File: config.mk
export PLATFORM = sky130hd
export DESIGN_NAME = fir_xifu_result_fifo
export DESIGN_NICKNAME = d
export VERILOG_FILES = /design/src/rtl/fir_xifu_result_fifo_pkg.sv /design/src/rtl/fir_xifu_result_fifo.sv
export SDC_FILE = /design/constraint.sdc
export NUM_CORES = 1
export LEC_CHECK = 0
export CAP_MARGIN = 20
export CORE_MARGIN = 5
export CORE_UTILIZATION = 51
export CTS_CLUSTER_SIZE = 14
export DETAILED_ROUTE_END_ITERATION = 10
export PLACE_DENSITY = 0.76
export SETUP_SLACK_MARGIN = 0.5
export SLEW_MARGIN = 20
export SYNTH_ARGS = -nofsm -noshare
export SYNTH_HDL_FRONTEND = slang
export SYNTH_SLANG_ARGS = --single-unit
export TNS_END_PERCENT = 20
File: constraint.sdc
create_clock -name clk_i -period 5.75 [get_ports clk_i]
set_input_delay 1.15 -clock clk_i [delete_from_list [all_inputs] [get_ports clk_i]]
set_output_delay 1.15 -clock clk_i [all_outputs]
set_load 0.005 [all_outputs]
File: src/rtl/fir_xifu_result_fifo_pkg.sv
// Shared FIR XIFU types and sizing constants.
//   wb2res_t    : one writeback result (id, data, rd, we) at default XIF widths
//   res_entry_t : a result plus the killed flag the result buffer keeps for it
package fir_xifu_pkg;

    localparam int unsigned XIF_ID_WIDTH   = 4;
    localparam int unsigned X_RFW_WIDTH    = 32;
    localparam int unsigned RES_FIFO_DEPTH = 4;

    typedef struct packed {
        logic [XIF_ID_WIDTH-1:0] id;
        logic [X_RFW_WIDTH-1:0]  data;
        logic [4:0]              rd;
        logic                    we;
    } wb2res_t;

    typedef struct packed {
        wb2res_t res;
        logic    killed;
    } res_entry_t;

endpackage

File: src/rtl/fir_xifu_result_fifo.sv
// In-order result buffer between the FIR XIFU writeback stage and the CV-XIF
// result channel. Absorbs result_ready back-pressure and silently drops
// results whose instruction id the core kills at commit.
// Ports:
//   clk_i, rst_i (async, active-high), clear_i (sync flush)
//   in_*      : WB push side, in_ready_o = not full (registered state only)
//   kill_*    : commit kill strobe and id
//   result_*  : XIF result channel, head entry or zero when empty
//   count_o   : occupied entries, killed ones included
module fir_xifu_result_fifo
    import fir_xifu_pkg::*;
#(
    parameter int unsigned DEPTH      = RES_FIFO_DEPTH,
    parameter int unsigned ID_WIDTH   = XIF_ID_WIDTH,
    parameter int unsigned DATA_WIDTH = X_RFW_WIDTH
) (
    input  logic                    clk_i,
    input  logic                    rst_i,
    input  logic                    clear_i,
    input  logic                    in_valid_i,
    output logic                    in_ready_o,
    input  logic [ID_WIDTH-1:0]     in_id_i,
    input  logic [DATA_WIDTH-1:0]   in_data_i,
    input  logic [4:0]              in_rd_i,
    input  logic                    in_we_i,
    input  logic                    kill_valid_i,
    input  logic [ID_WIDTH-1:0]     kill_id_i,
    output logic                    result_valid_o,
    input  logic                    result_ready_i,
    output logic [ID_WIDTH-1:0]     result_id_o,
    output logic [DATA_WIDTH-1:0]   result_data_o,
    output logic [4:0]              result_rd_o,
    output logic                    result_we_o,
    output logic [$clog2(DEPTH):0]  count_o
);

    localparam int unsigned AW = $clog2(DEPTH);

    typedef struct packed {
        logic [ID_WIDTH-1:0]   id;
        logic [DATA_WIDTH-1:0] data;
        logic [4:0]            rd;
        logic                  we;
    } slot_t;

    slot_t             mem [DEPTH];
    logic [DEPTH-1:0]  killed_q;
    logic [AW:0]       wr_ptr;
    logic [AW:0]       rd_ptr;
    logic [AW-1:0]     wr_idx;
    logic [AW-1:0]     rd_idx;
    logic [AW:0]       count;
    logic              empty;
    logic              full;
    logic              head_killed;
    logic              push;
    logic              pop;
    logic              push_killed;
    logic [DEPTH-1:0]  kill_hit;
    slot_t             head;

    // Distance of a slot from the head, modulo DEPTH.
    function automatic logic [AW:0] slot_offset(input logic [AW-1:0] slot,
                                                input logic [AW-1:0] hd);
        logic [AW-1:0] d;
        d = slot - hd;
        return {1'b0, d};
    endfunction

    assign wr_idx      = wr_ptr[AW-1:0];
    assign rd_idx      = rd_ptr[AW-1:0];
    assign count       = wr_ptr - rd_ptr;
    assign empty       = (wr_ptr == rd_ptr);
    assign full        = (wr_ptr[AW] != rd_ptr[AW]) && (wr_idx == rd_idx);
    assign head_killed = killed_q[rd_idx];

    assign push        = in_valid_i && !full;
    // A killed head drains silently; a live head leaves on handshake.
    assign pop         = !empty && (head_killed || result_ready_i);
    assign push_killed = kill_valid_i && (in_id_i == kill_id_i);

    // Only occupied slots may be marked; free slots hold stale ids.
    always_comb begin
        kill_hit = '0;
        for (int unsigned i = 0; i < DEPTH; i++) begin
            kill_hit[i] = kill_valid_i
                       && (slot_offset(AW'(i), rd_idx) < count)
                       && (mem[i].id == kill_id_i);
        end
    end

    always_ff @(posedge clk_i or posedge rst_i) begin
        if (rst_i) begin
            wr_ptr   <= '0;
            rd_ptr   <= '0;
            killed_q <= '0;
            for (int unsigned i = 0; i < DEPTH; i++) begin
                mem[i] <= '0;
            end
        end else if (clear_i) begin
            wr_ptr   <= '0;
            rd_ptr   <= '0;
            killed_q <= '0;
        end else begin
            // Later assignments override: a popped head's flag is cleared
            // even if it was hit by a kill this cycle (handshake wins), and
            // the push slot is never occupied, so its write is independent.
            for (int unsigned i = 0; i < DEPTH; i++) begin
                if (kill_hit[i]) begin
                    killed_q[i] <= 1'b1;
                end
            end
            if (pop) begin
                killed_q[rd_idx] <= 1'b0;
                rd_ptr           <= rd_ptr + 1'b1;
            end
            if (push) begin
                mem[wr_idx]      <= '{id: in_id_i, data: in_data_i, rd: in_rd_i, we: in_we_i};
                killed_q[wr_idx] <= push_killed;
                wr_ptr           <= wr_ptr + 1'b1;
            end
        end
    end

    assign head           = empty ? '0 : mem[rd_idx];
    assign in_ready_o     = !full;
    assign result_valid_o = !empty && !head_killed;
    assign result_id_o    = head.id;
    assign result_data_o  = head.data;
    assign result_rd_o    = head.rd;
    assign result_we_o    = head.we;
    assign count_o        = count;

endmodule

Word level (Yosys, flattened, before mapping)
Cells that the tools add are included.

Register bits: 178. Input port bits: 52. Word-level logic and storage cells: 103.

Add/sub/neg operators: 7. Magnitude comparators: 11. Equality and inequality tests: 8. Mux-type cells: 30. Bitwise gates (word level): 5. Reduce and logical (&&, ||, !) cells: 23.

Operators by type and width (count): bitwise mux 168 bit (1); two-way mux 42 bit (4); binary-select mux 42 bit (select 2 bit) (1); demux 42 bit (select 2 bit) (1); equality test 4 bit (5); logical AND 1 bit (16); two-way mux 4 bit (4); < comparator 2 x 3 -> 1 bit (4); two-way mux 3 bit (4); two-way mux 1 bit (11); adder 3 x 1 -> 3 bit, second input constant (2); greater-or-equal comparator 3 bit, second input constant (2); < comparator 2 x 3 -> 1 bit, second input constant (2); inverter 2 -> 3 bit (2); AND 4 bit (1); bitwise mux 4 bit (1); demux 1 bit (select 2 bit) (2); greater-or-equal comparator 2 x 1 -> 1 bit, second input constant (2); inverter 4 bit (1); nonzero test 2 bit (2); subtractor 1 x 2 -> 2 bit, first input constant (2); subtractor 2 bit, first input constant (2); equality test 3 bit (1); zero test 1 bit (3); other kinds (8) (8).

Longest topological paths before layout
Depth after elaboration: 12. Mapped depth: 11. Mapped depth without buffers: 10.

Worst setup path before layout
No wires, ideal clock.

Path type: reg2out. Start: register rd_ptr[1]. End: output result_data_o[0]. Arrival: 2420 ps. Data required time: 4600 ps. Setup slack: 2180 ps. Cell stages (with the launch flop): 11. Path buffers: 5. Cell sequence: dfrtp_1 > buf_2 > buf_2 > buf_2 > inv_1 > ha_1 > and2_1 > nand2_1 > clkbuf_1 > clkbuf_1 > and2_1.

Word-level cells in the longest chain between the ends: 5. Elaborated cells on any way between the ends: 6. Those cells by class: 1 x eq/ne; 4 x mux; 1 x bitwise.

RTL lines: from (decl) (line fir_xifu_result_fifo.sv:49) `logic [AW:0] rd_ptr;`; from (signal assigned) (line fir_xifu_result_fifo.sv:115) `rd_ptr <= rd_ptr + 1'b1;`; inverter 2 -> 3 bit (implied by the code) (line fir_xifu_result_fifo.sv:125) `assign head = empty ? '0 : mem[rd_idx];`; binary-select mux 42 bit (select 2 bit) (line fir_xifu_result_fifo.sv:125); two-way mux 42 bit (implied by the code) (2 in a row) (line fir_xifu_result_fifo.sv:125); two-way mux 42 bit * (line fir_xifu_result_fifo.sv:125); to (decl) (line fir_xifu_result_fifo.sv:31) `output logic [DATA_WIDTH-1:0] result_data_o,`.

Mark *: on every way between the ends. The rest lies on a longest branch, timed or not. The select of a mux whose other input is x is not followed.

Worst setup path in the final report
Start: register rd_ptr[0]. End: output count_o[2].

Word-level cells in the longest chain between the ends: 1.

RTL lines: subtractor 3 bit (line fir_xifu_result_fifo.sv:72) `assign count = wr_ptr - rd_ptr;`; to (decl) (line fir_xifu_result_fifo.sv:34) `output logic [$clog2(DEPTH):0] count_o`.

No other way between the ends.

==> summary.md <==
| Metric | Value |
|---|---|
| Worst Skew | `a little over 0.009 ns` |
| Register area share after synthesis | `0.4904` |
| Port bufs | `between 90 and 100` |
| CP peak stage delay | `0.63 ns` |
| Vias in the first global route | `~5.6k` |
| Fmax | `roughly 230 MHz` |
| Multi-input logic area | `~0.0043 sq mm` |
| Longest Clk Path Bufs | `2` |
| Mapped cell area | `roughly 0.009 sq mm` |
| Worst path slowest cell | `buf_4` |
| CTS resizes | `0` |
| Detailed placement HPWL | `approximately 12000 microns` |
| TritonCTS Buffers | `17` |
| Crit-path cells | `buf_4 -> ha_1 -> inv_1 -> fa_1 -> xor3_1 -> inv_1 -> clkdlybuf4s50_1` |
| Clk network pwr share | `0.246` |
| Slew Limit Fails | `0` |
| GPL Wtd Cong | `0.7896` |
| Die height | `143.5 microns` |
| Worst Setup End Kind | `output port` |
| Logic pwr share | `0.362` |
| GRT overflow | `0` |
| Final setup vio count | `0` |
| Final hold violations | `0` |
| Placed Cells | `873` |
| NetSw | `1.322 mW` |
| Io pins | `between 90 and 100` |
| Synth Register Bits | `approximately 180` |
| Drc violations | `0` |
| CP most frequent cell | `inv_1` |
| Layout Cells excl Fill | `905` |
| Cell family with most CP delay | `buffers and inverters` |
| Antenna-violating nets left | `0` |
| Inserted Diodes | `0` |
| Initial DRC count | `257` |
| Fillers | `around 1.3k` |
| DRT Pass-1 Iters | `5` |
| Hold WC Path Type | `flip-flop to flip-flop` |
| Core Box Area | `around 0.017 sq mm` |
| H-tree levels | `4` |
| CP arrival | `approximately 3.1 ns` |
| Via density | `~5.6` |
| Status | `completed` |
| Switching share of total power | `0.2780` |
| Hold buffer count at CTS | `0` |
| # clock sinks | `between 150 and 200` |
| # nets final | `737` |
| Gr usage total | `0.1921` |
| Synth Area per Inst | `15.58 sq um` |
| Area growth syn-to-layout | `18.01%` |
| Final wirelength | `roughly 19000 microns` |
| Largest net degree at the start of global routing | `~180` |
| Setup CP Type | `flip-flop to output port` |
| RSZ-0062 raised after global routing | `no` |
| FF/Latch Area | `around 0.0045 sq mm` |
| Pint | `about 3.4 mW` |
| Mapped Cells | `slightly below 600` |
| Final min period | `around 4.3 ns` |
| Initial core utilization | `0.5233` |
| Die Span X | `between 100 and 150 microns` |
| Routed via count | `between 5k and 6k` |
| Max-cap viol count | `0` |
| Clock Tree Root | `clkbuf_16` |
| Post-Syn Nets | `about 650` |
| Pwr Total | `~4.8 mW` |
| CTS tree | `built` |
| Wire length per cell | `21.07 microns` |
| Slew @ Worst Pin | `about 0.96 ns` |
| Site Rows | `48` |
| Seq pwr share | `0.392` |
| Share of layout cells above drive strength 1 | `0.3485` |
| Final Cycle Share | `0.7444` |
| First-pass GRT wire length | `30610 microns` |
| Crit path max fanout | `50` |
| Synth warnings | `0` |
| Post-CTS setup buffer count | `0` |
| Slew headroom | `0.3625` |
| Latest clock arrival within the worst-skew pair | `around 0.43 ns` |
| Die footprint | `slightly above 0.02 sq mm` |
| Setup TNS Final | `0 ns` |
| CP bufs+invs | `4` |
| CP Data Required Time | `4.60 ns` |
| Peak supply drop | `approximately 0.25 mV` |
| Number of antenna violations at the first check in global routing | `1` |
| Lkg Pwr | `4.918 nW` |
| Startpoint types | `flip-flop` |
| Pwr Density | `443.7 mW/mm^2` |
| Clk pin slew, worst setup/hold paths | `about 0.07 ns` |
| Cell variety after synth | `35` |
-- synth_stat cells --
library cell / instances / share of area
dfrtp_1: 178 / 0.49
mux2_4: 86 / 0.14
mux2_2: 66 / 0.082
and2_1: 43 / 0.030
mux4_2: 42 / 0.10
buf_6: 17 / 0.021
ha_1: 17 / 0.023
mux2_1: 16 / 0.020
xor2_1: 16 / 0.015
inv_1: 12 / 0.0050
buf_2: 10 / 0.0055
clkbuf_1: 9 / 0.0037
xnor2_1: 7 / 0.0068
nor3_1: 6 / 0.0033
o21ai_0: 6 / 0.0033
a21oi_1: 5 / 0.0028
a21o_1: 4 / 0.0033
a41oi_1: 4 / 0.0039
mux2i_1: 4 / 0.0044
nand2_1: 4 / 0.0017
nand2_4: 4 / 0.0050
nor2_1: 4 / 0.0017
nor2b_1: 4 / 0.0028
o32ai_1: 4 / 0.0039
and3_1: 3 / 0.0021
nand3_1: 3 / 0.0017
a211oi_4: 1 / 0.0022
a22o_1: 1 / 0.00096
a22oi_1: 1 / 0.00083
and2_0: 1 / 0.00069
buf_1: 1 / 0.00041
fa_1: 1 / 0.0022
o31ai_1: 1 / 0.00083
or4_1: 1 / 0.00083
xor3_1: 1 / 0.0026
-- power by group through the flow --
stage	Sequential [mW]	Clock, mW	Combinational (mW)
floorplan	1.80	0	1.16
finish	1.86	1.17	1.72
global placement	1.84	0	1.69
global route	1.91	1.24	1.86
detailed placement	1.88	0	1.74
CTS	1.86	1.19	1.75
-- logic make-up after synthesis --
| family | Yosys count | share of synthesized area |
|---|---|---|
| muxes | 214 | 0.3524 |
| DFF | 178 | 0.4904 |
| and+or+nand+nor | 73 | 0.04918 |
| buffers and inverters | 49 | 0.03568 |
| AOI/OAI and AO/OA | 27 | 0.02190 |
| xor gates and xnor gates | 24 | 0.02480 |
| adders and majority gates | 18 | 0.02562 |
-- path summary, 6_finish.rpt --
check                               start     endpoint  slack (ns)  cells after the start
worst max-delay path            rd_ptr[0]   count_o[2]        1.47                      7
worst min-delay path             mem[154]     mem[154]        0.49                      1
worst max register to register  rd_ptr[0]  killed_q[3]        2.67                     10
worst min register to register   mem[154]     mem[154]        0.49                      1
max in group asynchronous           rst_i    rd_ptr[1]        3.62                      3
min in group asynchronous           rst_i      mem[65]        1.34                      3
-- final cells by class --
type	count	share of cell area
Clock buffer	23	0.04646
Clock inverter	9	0.009573
Inverter	12	0.004553
Multi-Input combinational cell	356	0.4016
Sequential cell	178	0.4161
Tap cell	225	0.02627
Timing Repair Buffer	102	0.09549
-- state kept, by name, summed over array words and instances, names as in the netlist --
signal and cells:
rd_ptr 3, mem 168, wr_ptr 3, killed_q 4
-- worst register-to-register path: cells and delay by family (launching register included) --
| kind | cells | cell delay (ns) |
|---|---|---|
| buffers and inverters | 3 | 0.79 |
| AO/OA/AOI/OAI | 3 | 0.65 |
| AND/OR/NAND/NOR | 1 | 0.12 |
| adder cells (fa/ha/maj) | 3 | 1.05 |
| flip-flops | 1 | 0.35 |
-- metrics by stage --
stage                     utilization  instance area, sq um  hold slack [ns]  worst slack [ns]
after floorplan                     -                  9086           0.4595             2.180
after global placement         0.5829                 10120           0.4683             1.911
after detailed placement       0.5829                 10120           0.4802             1.887
after CTS                      0.6175                 10720           0.4940             1.430
after global routing           0.6175                 10720           0.5060             1.291
final                          0.6175                 10720           0.4915             1.470
-- layout by cell type (no fill, tap or decap), types with 7 or more instances in the layout --
cell type,count
dfrtp_1,176
clkdlybuf4s50_1,98
mux2_4,86
mux2_2,66
and2_1,43
mux4_2,42
ha_1,17
clkbuf_16,17
xor2_1,16
mux2_1,16
inv_1,11
xnor2_1,7
-- routing by layer --
metal | vias to the layer above | wire length (microns) | GRT usage
li1 | 2267 | - | -
met1 | 2685 | 8406 | 0.2524
met2 | 102 | 9630 | 0.3256
met3 | 19 | 799 | 0.04326
met4 | 2 | 223 | 0.05005
met5 | - | 11 | 0
Note: power is estimated with default switching activity, not from simulation.
